File: config.mk
export PLATFORM = sky130hd
export DESIGN_NAME = hazard_scoreboard
export DESIGN_NICKNAME = d
export VERILOG_FILES = /design/src/rtl/hazard_scoreboard.sv
export SDC_FILE = /design/constraint.sdc
export NUM_CORES = 1
export LEC_CHECK = 0
export ABC_CLOCK_PERIOD_IN_PS = 2250
export CORE_UTILIZATION = 50
export DETAILED_ROUTE_END_ITERATION = 8
export HOLD_SLACK_MARGIN = 0.03
export PLACE_DENSITY_LB_ADDON = 0.1
export SETUP_SLACK_MARGIN = 0.05
export SLEW_MARGIN = 40
export SYNTH_ARGS = -nofsm -noshare
export SYNTH_HDL_FRONTEND = slang
export SYNTH_SLANG_ARGS = --single-unit
File: constraint.sdc
create_clock -name clk -period 2.25 [get_ports clk]
set_clock_uncertainty 0.2 [all_clocks]
set_input_delay 0.225 -clock clk [delete_from_list [all_inputs] [get_ports clk]]
set_output_delay 0.225 -clock clk [all_outputs]
set_load 0.05 [all_outputs]
File: src/rtl/hazard_scoreboard.sv
// Load-use hazard unit: per-register countdown scoreboard driving PC/IF-ID enables and ID/EX bubbles.
// Also squashes producers on branch flush, honours memory freeze and counts stall cycles.
module hazard_scoreboard #(
   parameter int REG_ADDR_W  = 3,
   parameter int LOAD_LAT    = 1,
   parameter int ZERO_REG_EN = 0,
   parameter int CNT_W       = 16
) (
   input  logic                  clk,
   input  logic                  rst,
   input  logic                  id_valid,
   input  logic [REG_ADDR_W-1:0] id_rs,
   input  logic                  id_rs_rd,
   input  logic [REG_ADDR_W-1:0] id_rt,
   input  logic                  id_rt_rd,
   input  logic [REG_ADDR_W-1:0] id_rd,
   input  logic                  id_regwrite,
   input  logic                  id_is_load,
   input  logic                  flush,
   input  logic                  mem_busy,
   output logic                  stall,
   output logic                  pc_write_en,
   output logic                  ifid_write_en,
   output logic                  idex_bubble,
   output logic [CNT_W-1:0]      stall_count
);

   localparam int NUM_REGS = 2 ** REG_ADDR_W;
   localparam int CW       = (LOAD_LAT < 1) ? 1 : $clog2(LOAD_LAT + 1);
   localparam logic [CW-1:0]    LAT_V   = CW'(LOAD_LAT);
   localparam logic [CNT_W-1:0] CNT_MAX = '1;

   logic [CW-1:0]         cnt [NUM_REGS];
   logic [NUM_REGS-1:0]   busy;
   logic                  hazard;
   logic                  issue;
   logic                  ex_valid;
   logic [REG_ADDR_W-1:0] ex_rd;
   logic                  ex_regwrite;
   logic                  squash_ex;

   always_comb begin
      busy = '0;
      for (int r = 0; r < NUM_REGS; r++) begin
         busy[r] = (cnt[r] != '0);
      end
      if (ZERO_REG_EN != 0) begin
         busy[0] = 1'b0;
      end
   end

   assign hazard        = id_valid & ((id_rs_rd & busy[id_rs]) | (id_rt_rd & busy[id_rt]));
   assign stall         = hazard & ~flush;
   assign pc_write_en   = ~mem_busy & ~stall;
   assign ifid_write_en = ~mem_busy & ~stall;
   assign idex_bubble   = stall & ~mem_busy;
   assign issue         = id_valid & ~stall & ~flush & ~mem_busy;
   assign squash_ex     = flush & ex_valid & ex_regwrite;

   // A squashed producer's countdown is dropped; a younger issuing writer overrides an older load.
   // NOTE: sequential state uses <= so every register samples pre-edge values, independent of block order.
   always_ff @(posedge clk) begin
      for (int r = 0; r < NUM_REGS; r++) begin
         if (rst) begin
            cnt[r] <= '0;
         end else if ((ZERO_REG_EN != 0) && (r == 0)) begin
            cnt[r] <= '0;
         end else if (squash_ex && (ex_rd == REG_ADDR_W'(r))) begin
            cnt[r] <= '0;
         end else if (issue && id_regwrite && (id_rd == REG_ADDR_W'(r))) begin
            cnt[r] <= id_is_load ? LAT_V : '0;
         end else if (!mem_busy && (cnt[r] != '0)) begin
            cnt[r] <= cnt[r] - CW'(1);
         end
      end
   end

   always_ff @(posedge clk) begin
      if (rst) begin
         ex_valid <= 1'b0;
      end else if (flush) begin
         ex_valid <= 1'b0;
      end else if (!mem_busy) begin
         ex_valid <= issue;
      end
   end

   // NOTE: ex_rd/ex_regwrite are qualified by ex_valid, so they need no reset.
   always_ff @(posedge clk) begin
      if (!flush && !mem_busy) begin
         ex_rd       <= id_rd;
         ex_regwrite <= id_regwrite;
      end
   end

   always_ff @(posedge clk) begin
      if (rst) begin
         stall_count <= '0;
      end else if (stall && (stall_count != CNT_MAX)) begin
         stall_count <= stall_count + CNT_W'(1);
      end
   end

endmodule
==> flow_summary.html, run 1 <==
<table>
<tr><th>Metric</th><th>Value</th></tr>
<tr><th colspan="2">Run status</th></tr>
<tr><td>Outcome</td><td>completed</td></tr>
<tr><th colspan="2">Critical path</th></tr>
<tr><td>Worst r2r src</td><td>cnt[0][0]</td></tr>
<tr><td>CP Buf/Inv Count</td><td>2</td></tr>
<tr><td>Critical path, cell by cell</td><td>mux2i_1, o22ai_2, o211ai_1, buf_4, nand2_4, nor2_4, buf_12</td></tr>
<tr><td>Family with the most delay on the worst path</td><td>flip-flops</td></tr>
<tr><td>CP peak stage delay</td><td>0.45 ns</td></tr>
<tr><td>Number of cells on the worst reg-to-reg path</td><td>7</td></tr>
<tr><td>Worst Path Max Fanout</td><td>3</td></tr>
<tr><td>Critical path endpoint category</td><td>primary output</td></tr>
<tr><td>Reg-to-reg setup timing slack</td><td>0.05 ns</td></tr>
<tr><td>Req. time, crit path</td><td>1.82 ns</td></tr>
<tr><td>Master of the slowest instance on the critical path</td><td>sky130_fd_sc_hd__edfxtp_1</td></tr>
<tr><td>Reg-to-reg critical path endpoint</td><td>cnt[1][1]</td></tr>
<tr><td>Startpoint-to-endpoint class of the critical path</td><td>register to primary output</td></tr>
<tr><td>CP Launch Type</td><td>register</td></tr>
<tr><td>Arrival time of data at the critical path endpoint</td><td>1.82 ns</td></tr>
<tr><th colspan="2">Route</th></tr>
<tr><td>Count of routing violations after the opening detailed-route iteration</td><td>97</td></tr>
<tr><td>Routed wl met3</td><td>168 um</td></tr>
<tr><td>Routed wire length on met2</td><td>2530 um</td></tr>
<tr><td>Post-detailed-route count of antenna-violating nets</td><td>0</td></tr>
<tr><td>Drc violations</td><td>0</td></tr>
<tr><td>Met1 Wirelength</td><td>1860 um</td></tr>
<tr><td>Per-cell routed wire length</td><td>15.7 um</td></tr>
<tr><td>Post-detailed-route via-to-cell ratio</td><td>5.64</td></tr>
<tr><td>First-pass iteration count of the detailed router</td><td>4</td></tr>
<tr><td>Final routed wirelength across all metal layers</td><td>4670 um</td></tr>
<tr><td>Total via count after detailed routing</td><td>1680</td></tr>
<tr><td>Highest routed metal layer</td><td>met4</td></tr>
<tr><th colspan="2">Synth</th></tr>
<tr><td>Simple-gate share of the synthesized area</td><td>0.261</td></tr>
<tr><td>Most used DFF post-synth</td><td>sky130_fd_sc_hd__dfxtp_1</td></tr>
<tr><td>Async SR Flop Fraction</td><td>0</td></tr>
<tr><td>Post-synth EDFFs</td><td>12</td></tr>
<tr><td>Post-synthesis cell area</td><td>1860 um^2</td></tr>
<tr><td>Combinational family with the most area after synthesis</td><td>simple AND/OR/NAND/NOR gates</td></tr>
<tr><td>Gate count of the mapped netlist</td><td>192</td></tr>
<tr><td>Parity-gate share of the synthesized area counting xor and xnor cells</td><td>0.0424</td></tr>
<tr><td>Share of the yosys chip area belonging to registers</td><td>0.377</td></tr>
<tr><td>Post-synthesis register bit count</td><td>29</td></tr>
<tr><td>Synthesized area per cell</td><td>9.68 um^2</td></tr>
<tr><td>Multiplexer area fraction after synthesis</td><td>0.0606</td></tr>
<tr><td>Net count of the mapped netlist</td><td>211</td></tr>
<tr><td>Warnings, synthesis</td><td>0</td></tr>
<tr><td>Share of synthesized cell area in full adder, half adder and majority cells</td><td>0.00673</td></tr>
<tr><td>Distinct cell type count of the synthesized netlist</td><td>45</td></tr>
<tr><td>Compound-gate portion of the synthesized area</td><td>0.207</td></tr>
<tr><th colspan="2">STA</th></tr>
<tr><td>Fin. Hold Viols</td><td>0</td></tr>
<tr><td>Worst slew slack as a fraction of its limit</td><td>0.661</td></tr>
<tr><td>Worst Hold Margin</td><td>0.281 ns</td></tr>
<tr><td>Number of pins exceeding their max-slew limit in the final report</td><td>0</td></tr>
<tr><td>Slew at the pin closest to its max-slew limit</td><td>0.507 ns</td></tr>
<tr><td>Number of setup violations in the final report</td><td>0</td></tr>
<tr><td>Unrepaired setup endpoints after global routing</td><td>true</td></tr>
<tr><td>Post-route minimum period</td><td>2.24 ns</td></tr>
<tr><td>Highest clock rate</td><td>446 MHz</td></tr>
<tr><td>Final total negative setup slack</td><td>0 ns</td></tr>
<tr><td>Share of the clock period used by the worst path</td><td>0.998</td></tr>
<tr><th colspan="2">Floorplan</th></tr>
<tr><td>Die Area</td><td>3970 um^2</td></tr>
<tr><td>Number of placement rows</td><td>21</td></tr>
<tr><td>Die X</td><td>63.0 um</td></tr>
<tr><td>Chip Height</td><td>63.0 um</td></tr>
<tr><td>Core box area</td><td>3440 um^2</td></tr>
<tr><td>Initial cell density of the core</td><td>0.540</td></tr>
<tr><td>Number of top-level pins</td><td>38</td></tr>
<tr><th colspan="2">Clock network</th></tr>
<tr><td>Clk sinks</td><td>29</td></tr>
<tr><td>Clock transition at the registers of the reported paths</td><td>0.06 ns</td></tr>
<tr><td>Maximum buffer depth of the clock tree</td><td>2</td></tr>
<tr><td>Clock tree root buffer cell</td><td>sky130_fd_sc_hd__clkbuf_8</td></tr>
<tr><td>Clock tree from TritonCTS</td><td>yes</td></tr>
<tr><td>Number of buffers inserted during clock tree synthesis</td><td>5</td></tr>
<tr><td>Worst skew pair latency</td><td>0.28 ns</td></tr>
<tr><td>Clock H-tree levels</td><td>2</td></tr>
<tr><th colspan="2">Pwr</th></tr>
<tr><td>Cell leakage power</td><td>0.905 nW</td></tr>
<tr><td>Power density relative to cell area</td><td>457 nW/um^2</td></tr>
<tr><td>Worst voltage drop across the vdd grid</td><td>0.000439 V</td></tr>
<tr><th colspan="2">Finish</th></tr>
<tr><td>Leading cell types in the layout, fill and taps excluded</td><td>27 x sky130_fd_sc_hd__clkdlybuf4s50_1, 23 x sky130_fd_sc_hd__buf_4, 21 x sky130_fd_sc_hd__nor2_1</td></tr>
<tr><td>Fraction of layout instances using a drive strength above 1</td><td>0.250</td></tr>
<tr><td>Synthesis-to-layout area growth</td><td>38.6%</td></tr>
<tr><td>Leading cell type in the layout, fill and taps excluded</td><td>sky130_fd_sc_hd__clkdlybuf4s50_1</td></tr>
<tr><td>NumNets Final</td><td>270</td></tr>
<tr><td>Number of diodes added for antenna fixing</td><td>0</td></tr>
<tr><td>Fin cells</td><td>298</td></tr>
<tr><th colspan="2">Placed design</th></tr>
<tr><td>Final HPWL from detailed placement</td><td>3520 um</td></tr>
<tr><td># placed instances</td><td>285</td></tr>
<tr><td>Input/output buffers</td><td>37</td></tr>
<tr><td>Gp weighted congestion</td><td>0.902</td></tr>
<tr><th colspan="2">Global routing</th></tr>
<tr><td>Via count of the first global-routing pass</td><td>1749</td></tr>
<tr><td>Largest net degree at the start of global routing</td><td>22</td></tr>
<tr><td>Number of antenna violations at the first check in global routing</td><td>0</td></tr>
<tr><td>Wire length of the first global-routing pass</td><td>7770 um</td></tr>
<tr><td>Total global routing overflow</td><td>0</td></tr>
<tr><td>Overall track demand over capacity in global routing</td><td>0.253</td></tr>
<tr><th colspan="2">Worst hold path</th></tr>
<tr><td>Type of the most critical hold path</td><td>register to register</td></tr>
<tr><td>Hold Path Origin</td><td>ex_valid</td></tr>
<tr><td>Hold path cells</td><td>2</td></tr>
<tr><td>End of the worst hold path</td><td>ex_valid</td></tr>
<tr><th colspan="2">Job</th></tr>
<tr><td>Number of maximum-capacitance violations</td><td>0</td></tr>
</table>
## cell families after synthesis
logic type	count (synthesis)
buffers and inverters	16
AO/OA/AOI/OAI	45
multiplexers	11
adder cells (fa/ha/maj)	1
AND/OR/NAND/NOR	81
flip-flops	29
XOR/XNOR	9
## per-layer routing
layer	up-vias	track usage
li1	838	-
met1	790	0.266
met2	42	0.473
met3	10	0.0547
met4	0	0.110
met5	-	0
## worst register-to-register path, delay by kind of cell, from the launching register on
| family | cells | cell delay [ns] |
|---|---|---|
| AO/OA/AOI/OAI | 2 | 0.30 |
| buffers and inverters | 1 | 0.16 |
| multiplexers | 1 | 0.19 |
| AND/OR/NAND/NOR | 3 | 0.74 |
| flip-flops | 1 | 0.44 |
## through the flow
step,total power [W],cell area [um^2],setup WS [ns],util
after global placement,0.000767,2410,-0.379,0.699
after global routing,0.00123,2580,-0.0890,0.749
after CTS,0.00118,2540,-0.0143,0.738
after floorplan,0.000681,1880,0.0611,-
after detailed placement,0.000773,2410,-0.438,0.699
final,0.00118,2580,0.00534,0.749
## synth_stat cells, types with 3 or more instances
cell | n | area share
sky130_fd_sc_hd__nor2_1 | 22 | 0.044
sky130_fd_sc_hd__dfxtp_1 | 17 | 0.18
sky130_fd_sc_hd__edfxtp_1 | 12 | 0.19
sky130_fd_sc_hd__nand2b_1 | 11 | 0.037
sky130_fd_sc_hd__a21oi_1 | 10 | 0.027
sky130_fd_sc_hd__nand2_1 | 10 | 0.020
sky130_fd_sc_hd__mux2i_1 | 9 | 0.048
sky130_fd_sc_hd__xnor2_1 | 9 | 0.042
sky130_fd_sc_hd__a211oi_1 | 8 | 0.032
sky130_fd_sc_hd__nand3_1 | 7 | 0.019
sky130_fd_sc_hd__nand4_1 | 6 | 0.020
sky130_fd_sc_hd__inv_1 | 5 | 0.010
sky130_fd_sc_hd__o21ai_0 | 5 | 0.013
sky130_fd_sc_hd__and4_1 | 4 | 0.019
sky130_fd_sc_hd__o211ai_1 | 4 | 0.016
sky130_fd_sc_hd__a2111oi_4 | 3 | 0.044
sky130_fd_sc_hd__a31o_2 | 3 | 0.014
sky130_fd_sc_hd__clkbuf_1 | 3 | 0.0061
sky130_fd_sc_hd__nor2b_1 | 3 | 0.010
sky130_fd_sc_hd__nor4b_2 | 3 | 0.024
sky130_fd_sc_hd__or3_1 | 3 | 0.010
## what timing repair did
item | 4_1_cts | 5_1_grt
endpoints found under the setup margin | 20 | 32
gates resized for setup | 9 | 13
hold buffers | 0 | 0
pin swaps | 3 | 6
setup buffers | 5 | 1
## cell type report
class | instances | area [um^2]
Tap cell | 46 | 57.6
Clock buffer | 8 | 80.1
Timing Repair Buffer | 62 | 592
Sequential cell | 29 | 703
Multi-Input combinational cell | 147 | 1120
Inverter | 6 | 22.5
Fill cell | 261 | 865
## worst max path at each step
stage | depth (start not counted) | slack (ns) | endpoint | from
after floorplan | 7 | 0.06 | pc_write_en | cnt[0][3]
after global placement | 7 | -0.38 | cnt[1][2] | id_rt[0]
after detailed placement | 7 | -0.44 | cnt[0][2] | id_rt[0]
after CTS | 10 | -0.01 | stall_count[15] | id_rt[1]
after global routing | 7 | -0.09 | pc_write_en | cnt[1][1]
final | 7 | 0.005 | pc_write_en | cnt[1][0]
## sequential cells by signal (all words and copies together) (netlist names)
register and flops:
cnt 8, ex_rd 3, ex_regwrite 1, stall_count 16, ex_valid 1
## power by group
part           total, W  switching, W  internal (W)
combinational  0.000196      0.000103     0.0000928
clock          0.000406      0.000187      0.000219
sequential     0.000576     0.0000136      0.000562
(Power assumes the default switching activity.)
==> inputs of run 2 (changes only) <==
--- a/config.mk
+++ b/config.mk
@@ -8,7 +8,6 @@
 export ABC_CLOCK_PERIOD_IN_PS = 2250
 export CORE_UTILIZATION = 50
 export DETAILED_ROUTE_END_ITERATION = 8
-export HOLD_SLACK_MARGIN = 0.03
 export PLACE_DENSITY_LB_ADDON = 0.1
 export SETUP_SLACK_MARGIN = 0.05
 export SLEW_MARGIN = 40
==> results of run 2 <==
Same layout as run 1: the final DEF is identical, and so are final timing and power.
